[src/rtl/muldiv_ctrl_if.sv]
// Handshake bundle between the CPU-side mul/div sequencer and the iterative
// multiply/divide unit: start/op/operands out, done strobe and result back.
interface muldiv_ctrl_if;
    logic        unit_start;
    logic [1:0]  unit_op;
    logic [31:0] unit_a;
    logic [31:0] unit_b;
    logic        unit_done;
    logic [31:0] unit_hi;
    logic [31:0] unit_lo;

    modport master (
        output unit_start,
        output unit_op,
        output unit_a,
        output unit_b,
        input  unit_done,
        input  unit_hi,
        input  unit_lo
    );

    modport slave (
        input  unit_start,
        input  unit_op,
        input  unit_a,
        input  unit_b,
        output unit_done,
        output unit_hi,
        output unit_lo
    );
endinterface

[src/rtl/muldiv_ctrl.sv]
// MUL/MULTU/DIV/DIVU sequencer and HI/LO register owner: stalls fetch while the
// external iterative unit runs, then commits to HI/LO or to the GPR for MUL.
module muldiv_ctrl #(
    parameter int TIMEOUT = 64,
    parameter int CNT_W   = 7
) (
    input  logic                 clk,
    input  logic                 rst_n,
    input  logic                 op_mul,
    input  logic                 op_multu,
    input  logic                 op_div,
    input  logic                 op_divu,
    input  logic                 op_mthi,
    input  logic                 op_mtlo,
    input  logic                 op_mfhi,
    input  logic                 op_mflo,
    input  logic [31:0]          rs_data,
    input  logic [31:0]          rt_data,
    muldiv_ctrl_if.master        unit,
    output logic                 stall,
    output logic                 gpr_we,
    output logic [31:0]          gpr_wdata,
    output logic [31:0]          hi,
    output logic [31:0]          lo,
    output logic [31:0]          mf_data,
    output logic                 div_zero,
    output logic                 timeout_err
);

    localparam logic [1:0] OP_MUL   = 2'b00;
    localparam logic [1:0] OP_MULTU = 2'b01;
    localparam logic [1:0] OP_DIV   = 2'b10;
    localparam logic [1:0] OP_DIVU  = 2'b11;

    localparam logic [CNT_W-1:0] CNT_LAST = CNT_W'(TIMEOUT - 1);

    typedef enum logic [1:0] {
        IDLE = 2'd0,
        RUN  = 2'd1,
        WB   = 2'd2
    } state_t;

    state_t           state;
    state_t           state_next;
    logic [CNT_W-1:0] run_cnt;
    logic             start_req;
    logic [1:0]       sel_op;
    logic             dz_hit;
    logic             launch;
    logic             zero_div;
    logic             done_ok;
    logic             done_to;

    // When several decode flags collide, the divide forms win over multiplies.
    always_comb begin
        sel_op = OP_MUL;
        if (op_div) begin
            sel_op = OP_DIV;
        end else if (op_divu) begin
            sel_op = OP_DIVU;
        end else if (op_multu) begin
            sel_op = OP_MULTU;
        end
        start_req = op_mul | op_multu | op_div | op_divu;
        dz_hit    = (op_div | op_divu) && (rt_data == 32'd0);
    end

    always_ff @(posedge clk or negedge rst_n) begin
        if (!rst_n) begin
            state <= IDLE;
        end else begin
            state <= state_next;
        end
    end

    always_comb begin
        state_next = state;
        launch     = 1'b0;
        zero_div   = 1'b0;
        done_ok    = 1'b0;
        done_to    = 1'b0;
        case (state)
            IDLE: begin
                if (start_req) begin
                    if (dz_hit) begin
                        zero_div   = 1'b1;
                        state_next = WB;
                    end else begin
                        launch     = 1'b1;
                        state_next = RUN;
                    end
                end
            end
            RUN: begin
                // A done on the final allowed cycle still counts as success.
                if (unit.unit_done) begin
                    done_ok    = 1'b1;
                    state_next = WB;
                end else if (run_cnt == CNT_LAST) begin
                    done_to    = 1'b1;
                    state_next = WB;
                end
            end
            WB: begin
                state_next = IDLE;
            end
            default: begin
                state_next = IDLE;
            end
        endcase
    end

    assign stall = rst_n && (((state == IDLE) && start_req) || (state == RUN));

    always_ff @(posedge clk or negedge rst_n) begin
        if (!rst_n) begin
            unit.unit_start <= 1'b0;
            unit.unit_op    <= OP_MUL;
            unit.unit_a     <= 32'd0;
            unit.unit_b     <= 32'd0;
            run_cnt         <= '0;
            hi              <= 32'd0;
            lo              <= 32'd0;
            gpr_we          <= 1'b0;
            gpr_wdata       <= 32'd0;
            div_zero        <= 1'b0;
            timeout_err     <= 1'b0;
        end else begin
            unit.unit_start <= launch;
            gpr_we          <= done_ok && (unit.unit_op == OP_MUL);
            div_zero        <= zero_div;
            timeout_err     <= done_to;

            if (launch) begin
                unit.unit_op <= sel_op;
                unit.unit_a  <= rs_data;
                unit.unit_b  <= rt_data;
                run_cnt      <= '0;
            end else if (state == RUN) begin
                run_cnt <= run_cnt + CNT_W'(1);
            end

            if (done_ok) begin
                if (unit.unit_op == OP_MUL) begin
                    gpr_wdata <= unit.unit_lo;
                end else begin
                    hi <= unit.unit_hi;
                    lo <= unit.unit_lo;
                end
            end

            if (state == IDLE) begin
                if (op_mthi) begin
                    hi <= rs_data;
                end
                if (op_mtlo) begin
                    lo <= rs_data;
                end
            end
        end
    end

    always_comb begin
        mf_data = 32'd0;
        if (op_mfhi) begin
            mf_data = hi;
        end else if (op_mflo) begin
            mf_data = lo;
        end
    end

endmodule
[src/flat_wrapper.sv]
// flat-port wrapper written by rule: the top's interface ports become plain ports
module muldiv_ctrl_flat 
#(
    parameter int TIMEOUT = 64,
    parameter int CNT_W   = 7
)
  (clk, rst_n, op_mul, op_multu, op_div, op_divu, op_mthi, op_mtlo, op_mfhi, op_mflo, rs_data, rt_data, stall, gpr_we, gpr_wdata, hi, lo, mf_data, div_zero, timeout_err, unit_unit_start, unit_unit_op, unit_unit_a, unit_unit_b, unit_unit_done, unit_unit_hi, unit_unit_lo);
  muldiv_ctrl_if unit_i ();
  input  logic clk;
  input  logic rst_n;
  input  logic op_mul;
  input  logic op_multu;
  input  logic op_div;
  input  logic op_divu;
  input  logic op_mthi;
  input  logic op_mtlo;
  input  logic op_mfhi;
  input  logic op_mflo;
  input  logic [31:0] rs_data;
  input  logic [31:0] rt_data;
  output logic stall;
  output logic gpr_we;
  output logic [31:0] gpr_wdata;
  output logic [31:0] hi;
  output logic [31:0] lo;
  output logic [31:0] mf_data;
  output logic div_zero;
  output logic timeout_err;
  output wire logic [$bits(unit_i.unit_start)-1:0] unit_unit_start;
  output wire logic [$bits(unit_i.unit_op)-1:0] unit_unit_op;
  output wire logic [$bits(unit_i.unit_a)-1:0] unit_unit_a;
  output wire logic [$bits(unit_i.unit_b)-1:0] unit_unit_b;
  input wire logic [$bits(unit_i.unit_done)-1:0] unit_unit_done;
  input wire logic [$bits(unit_i.unit_hi)-1:0] unit_unit_hi;
  input wire logic [$bits(unit_i.unit_lo)-1:0] unit_unit_lo;
  assign unit_unit_start = unit_i.unit_start;
  assign unit_unit_op = unit_i.unit_op;
  assign unit_unit_a = unit_i.unit_a;
  assign unit_unit_b = unit_i.unit_b;
  assign unit_i.unit_done = unit_unit_done;
  assign unit_i.unit_hi = unit_unit_hi;
  assign unit_i.unit_lo = unit_unit_lo;
  muldiv_ctrl #(.TIMEOUT(TIMEOUT), .CNT_W(CNT_W)) u_core (.clk(clk), .rst_n(rst_n), .op_mul(op_mul), .op_multu(op_multu), .op_div(op_div), .op_divu(op_divu), .op_mthi(op_mthi), .op_mtlo(op_mtlo), .op_mfhi(op_mfhi), .op_mflo(op_mflo), .rs_data(rs_data), .rt_data(rt_data), .unit(unit_i), .stall(stall), .gpr_we(gpr_we), .gpr_wdata(gpr_wdata), .hi(hi), .lo(lo), .mf_data(mf_data), .div_zero(div_zero), .timeout_err(timeout_err));
endmodule
[config.mk]
export PLATFORM = sky130hd
export DESIGN_NAME = muldiv_ctrl_flat
export DESIGN_NICKNAME = d
export VERILOG_FILES = /design/src/rtl/muldiv_ctrl_if.sv /design/src/rtl/muldiv_ctrl.sv /design/src/flat_wrapper.sv
export SDC_FILE = /design/constraint.sdc
export NUM_CORES = 1
export LEC_CHECK = 0
export BUFFER_PORTS_ARGS = -buffer_cell sky130_fd_sc_hd__buf_2
export CAP_MARGIN = 20
export CORE_ASPECT_RATIO = 0.6
export CORE_UTILIZATION = 50
export CTS_CLUSTER_DIAMETER = 120
export DETAILED_ROUTE_END_ITERATION = 6
export PLACE_DENSITY = 0.83
export SLEW_MARGIN = 20
export SYNTH_ARGS = -nofsm -noshare
export SYNTH_HDL_FRONTEND = slang
export SYNTH_SLANG_ARGS = --single-unit
[constraint.sdc]
create_clock -name clk -period 2.8 [get_ports clk]
set_clock_uncertainty 0.2 [all_clocks]
set_input_delay 0.56 -clock clk [delete_from_list [all_inputs] [get_ports clk]]
set_output_delay 0.56 -clock clk [all_outputs]
set_load 0.02 [all_outputs]
==> results.py <==
metrics = {
    "finish": {
        "postLayoutCellArea_sq_mm": 0.01035,
        "fin_nets": 1136,
        "drive_gt1_share_pct": 47.72,
        "final_cells": 1212,
        "syn_to_final_growth_pct": 31.46,
    },
    "global_routing": {
        "antenna_found_initial": 1,
        "grt_overflow": 0,
        "grt_pass1_vias": 6237,
        "grt_max_degree": 90,
        "grt_pass1_wl_microns": 33200,
        "grtUsageTotal_pct": 26.69,
    },
    "worst_setup_path": {
        "crit_path_top_delay_cell": "dlygate4sd3_1",
        "end_kind": "output port",
        "crit_start": "rst_n",
        "reg2reg_to": "u_core.hi[9]",
        "startpoint_type": "primary input",
        "r2r_cells": 5,
        "r2r-start": "u_core.state[1]",
        "reg2reg_setup_slack_ps": 650,
        "worstPathArrival_ps": 1710,
        "path_buf_inv": 3,
        "crit_fanout": 15,
        "critPathKind": "primary input to output port",
        "crit_required_ps": 2040,
        "cp_cell_sequence": "dlygate4sd3_1 -> buf_6 -> nand2b_1 -> a21oi_1 -> buf_2",
        "slowest_delay_ps": 560,
        "path_delay_family": "buffers and inverters",
    },
    "min_path": {
        "whs_endpoint": "u_core.timeout_err",
        "hold_path_depth": 2,
        "min_from": "unit_unit_done",
        "hold_class": "primary input to flip-flop",
    },
    "routing": {
        "drtIter0Drc": 403,
        "drt-pass1-iter-count": 4,
        "antenna_left": 0,
        "vias_per_cell": 5.254,
        "drc": 0,
        "drt_wl_total_microns": 21490,
        "wl_per_cell_microns": 17.73,
        "vias": 6368,
    },
    "clocking": {
        "cts_made_buffers": 17,
        "post_cts_resized": 0,
        "htree_levels": 4,
        "path_clk_slew_ps": 70,
        "cts_tree": "yes",
        "clock-root-buffer": "clkbuf_16",
        "clkSinkCount": 175,
        "clk_latency_ps": 400,
        "cts_buffer_depth": 2,
    },
    "floorplanning": {
        "rows": 35,
        "die_h_microns": 99.18,
        "coreArea_sq_mm": 0.01537,
        "die_w_microns": 164.0,
        "initial_core_util_pct": 51.20,
        "io_pins": 338,
        "fp.dieArea_sq_mm": 0.01626,
    },
    "timing": {
        "finalWorstSetupSlack_ps": 335.0,
        "maxSlewHeadroom_pct": 39.05,
        "slew_violations": 0,
        "worst_pin_slew_ps": 914.2,
        "fin_crit_sh_pct": 88.04,
        "fin_setup_tns_ps": 0,
        "fmax_ghz": 0.4057,
        "rsz0062_at_grt": "false",
        "finalHoldViolations": 0,
        "fin_crit_ps": 2465,
        "setup_violations": 0,
    },
    "synthesis": {
        "ys_top_cells_by_count": "dfrtp_1 (175), nor2_1 (74), nand2_1 (71)",
        "synth_warnings": 0,
        "yosysSeqAreaShare_pct": 55.64,
        "yosysTopAreaCell": "dfrtp_1",
        "syn_area_per_cell_sq_um": 11.87,
        "syn-cell-area_sq_mm": 0.007870,
        "synth_seq_cells": 175,
        "synth_largest_type_area_fraction_pct": 55.64,
        "ys_top_cells_by_area": "dfrtp_1 (56%), mux2i_1 (8.1%), mux2_4 (7.6%)",
        "post-synth-top-count-cell": "dfrtp_1",
        "synthCells": 663,
        "synthArstFlopShare_pct": 100.0,
        "synthesis.nets": 803,
        "synth_edf_count": 0,
        "synthFlopType": "dfrtp_1",
        "netlist-cell-type-count": 33,
    },
    "placed_design": {
        "pre_cts_slack_ps": 309.7,
        "dp.cells": 1179,
        "placed_area_sq_mm": 0.009754,
        "place.gp.congestion": 0.8192,
        "place.port_buffers": 337,
        "dp_hpwl_microns": 15720,
    },
    "pwr": {
        "powerDensity_mw_per_mm2": 1312,
        "p_leak_nw": 5.158,
        "ir_worst_vdd_v": 0.0006889,
    },
    "outcome": {
        "status": "finished, final reports clean",
    },
    "flow_run": {
        "cap_violations": 0,
    },
}
## repair_timing
item,4_1_cts,5_1_grt
endpoints found under the hold margin,12,0
hold buffers,1,0
setup buffers,0,0
setup endpoints to repair,0,0
## through the flow
| step | hold slack, ps | util [%] | total power, mW |
|---|---|---|---|
| after CTS | 158.3 | 67.29 | 13.64 |
| after global placement | 194.3 | 63.46 | 11.07 |
| after global routing | 162.9 | 67.31 | 14.32 |
| after floorplan | 64.41 | - | 9.073 |
| after detailed placement | 197.5 | 63.46 | 11.28 |
| final | 173.7 | 67.31 | 13.57 |
## per-layer routing
layer,share of wire [%],track usage [%],wire [microns],vias up
met5,0,0,0,-
met4,1.2,6.766,263,0
met3,5.9,5.838,1266,18
met2,50,45.05,10650,240
met1,43,35.14,9312,3150
li1,-,-,-,2960
## power breakdown
part / switching [mW] / total, mW / leakage, nW / internal [mW]
registers: 0.850 / 4.62 / 2.05 / 3.77
clock network: 1.03 / 2.32 / 0.284 / 1.30
logic: 3.85 / 6.63 / 2.82 / 2.78
total: 5.73 / 13.6 / 5.16 / 7.85
## kinds of logic after synthesis
logic type | after synthesis | share of synthesized area [%]
and+or+nand+nor | 171 | 9.014
adders and majority gates | 1 | 0.1590
DFF | 175 | 55.64
buffers and inverters | 45 | 3.673
AOI/OAI and AO/OA | 104 | 6.916
muxes | 161 | 23.93
xor gates and xnor gates | 6 | 0.6677
## sequential cells by signal, summed over array words and instances, names as in the netlist
register,cells
u_core.div_zero,1
u_core.gpr_wdata,32
u_core.gpr_we,1
u_core.hi,32
u_core.lo,32
u_core.run_cnt,7
u_core.state,2
u_core.timeout_err,1
u_core.unit.unit_a,32
u_core.unit.unit_b,32
u_core.unit.unit_op,2
u_core.unit.unit_start,1
## cell type report
| type | count | area [sq um] |
|---|---|---|
| Sequential cell | 175 | 4379 |
| Multi-Input combinational cell | 443 | 3212 |
| Timing Repair Buffer | 354 | 1898 |
| Inverter | 5 | 21.27 |
| Fill cell | 1179 | 5025 |
| Tap cell | 203 | 254.0 |
| Antenna cell | 1 | 2.502 |
| Clock inverter | 12 | 126.4 |
| Clock buffer | 19 | 452.9 |
## cell usage in the layout (no fill, tap or decap), types with 2 or more instances in the layout
master,n
a21oi_1,67
and3_1,2
xnor2_1,2
nor2_1,74
nand2_2,2
buf_12,6
mux2i_1,64
nor3_1,3
xor2_1,4
clkinv_4,4
inv_1,4
mux2_1,6
dfrtp_1,175
buf_4,10
and4_1,2
nand2_1,69
inv_6,3
clkbuf_8,2
mux2_4,40
clkbuf_16,17
buf_2,336
mux2_2,51
o21ai_0,32
nor4_1,9
inv_8,2
nand4_1,2
nand2b_1,3
## how the worst max path moves through the flow
| stage | endpoint | slack, ps | cells past startpoint |
|---|---|---|---|
| finish | stall | 330 | 5 |
| global route | stall | 240 | 5 |
| CTS | stall | 350 | 5 |
| detailed placement | u_core.unit.unit_a[21] | 310 | 6 |
| global placement | u_core.unit.unit_a[20] | 370 | 6 |
| floorplan | mf_data[23] | 630 | 3 |
## worst reg2reg max path: cells and delay by family, from the launching register on
| family | cells | cell delay [ps] |
|---|---|---|
| simple gates | 2 | 510 |
| flops | 1 | 420 |
| mux | 1 | 400 |
| buf+inv | 1 | 390 |
| compound gates | 1 | 90 |
(Power assumes the default switching activity.)
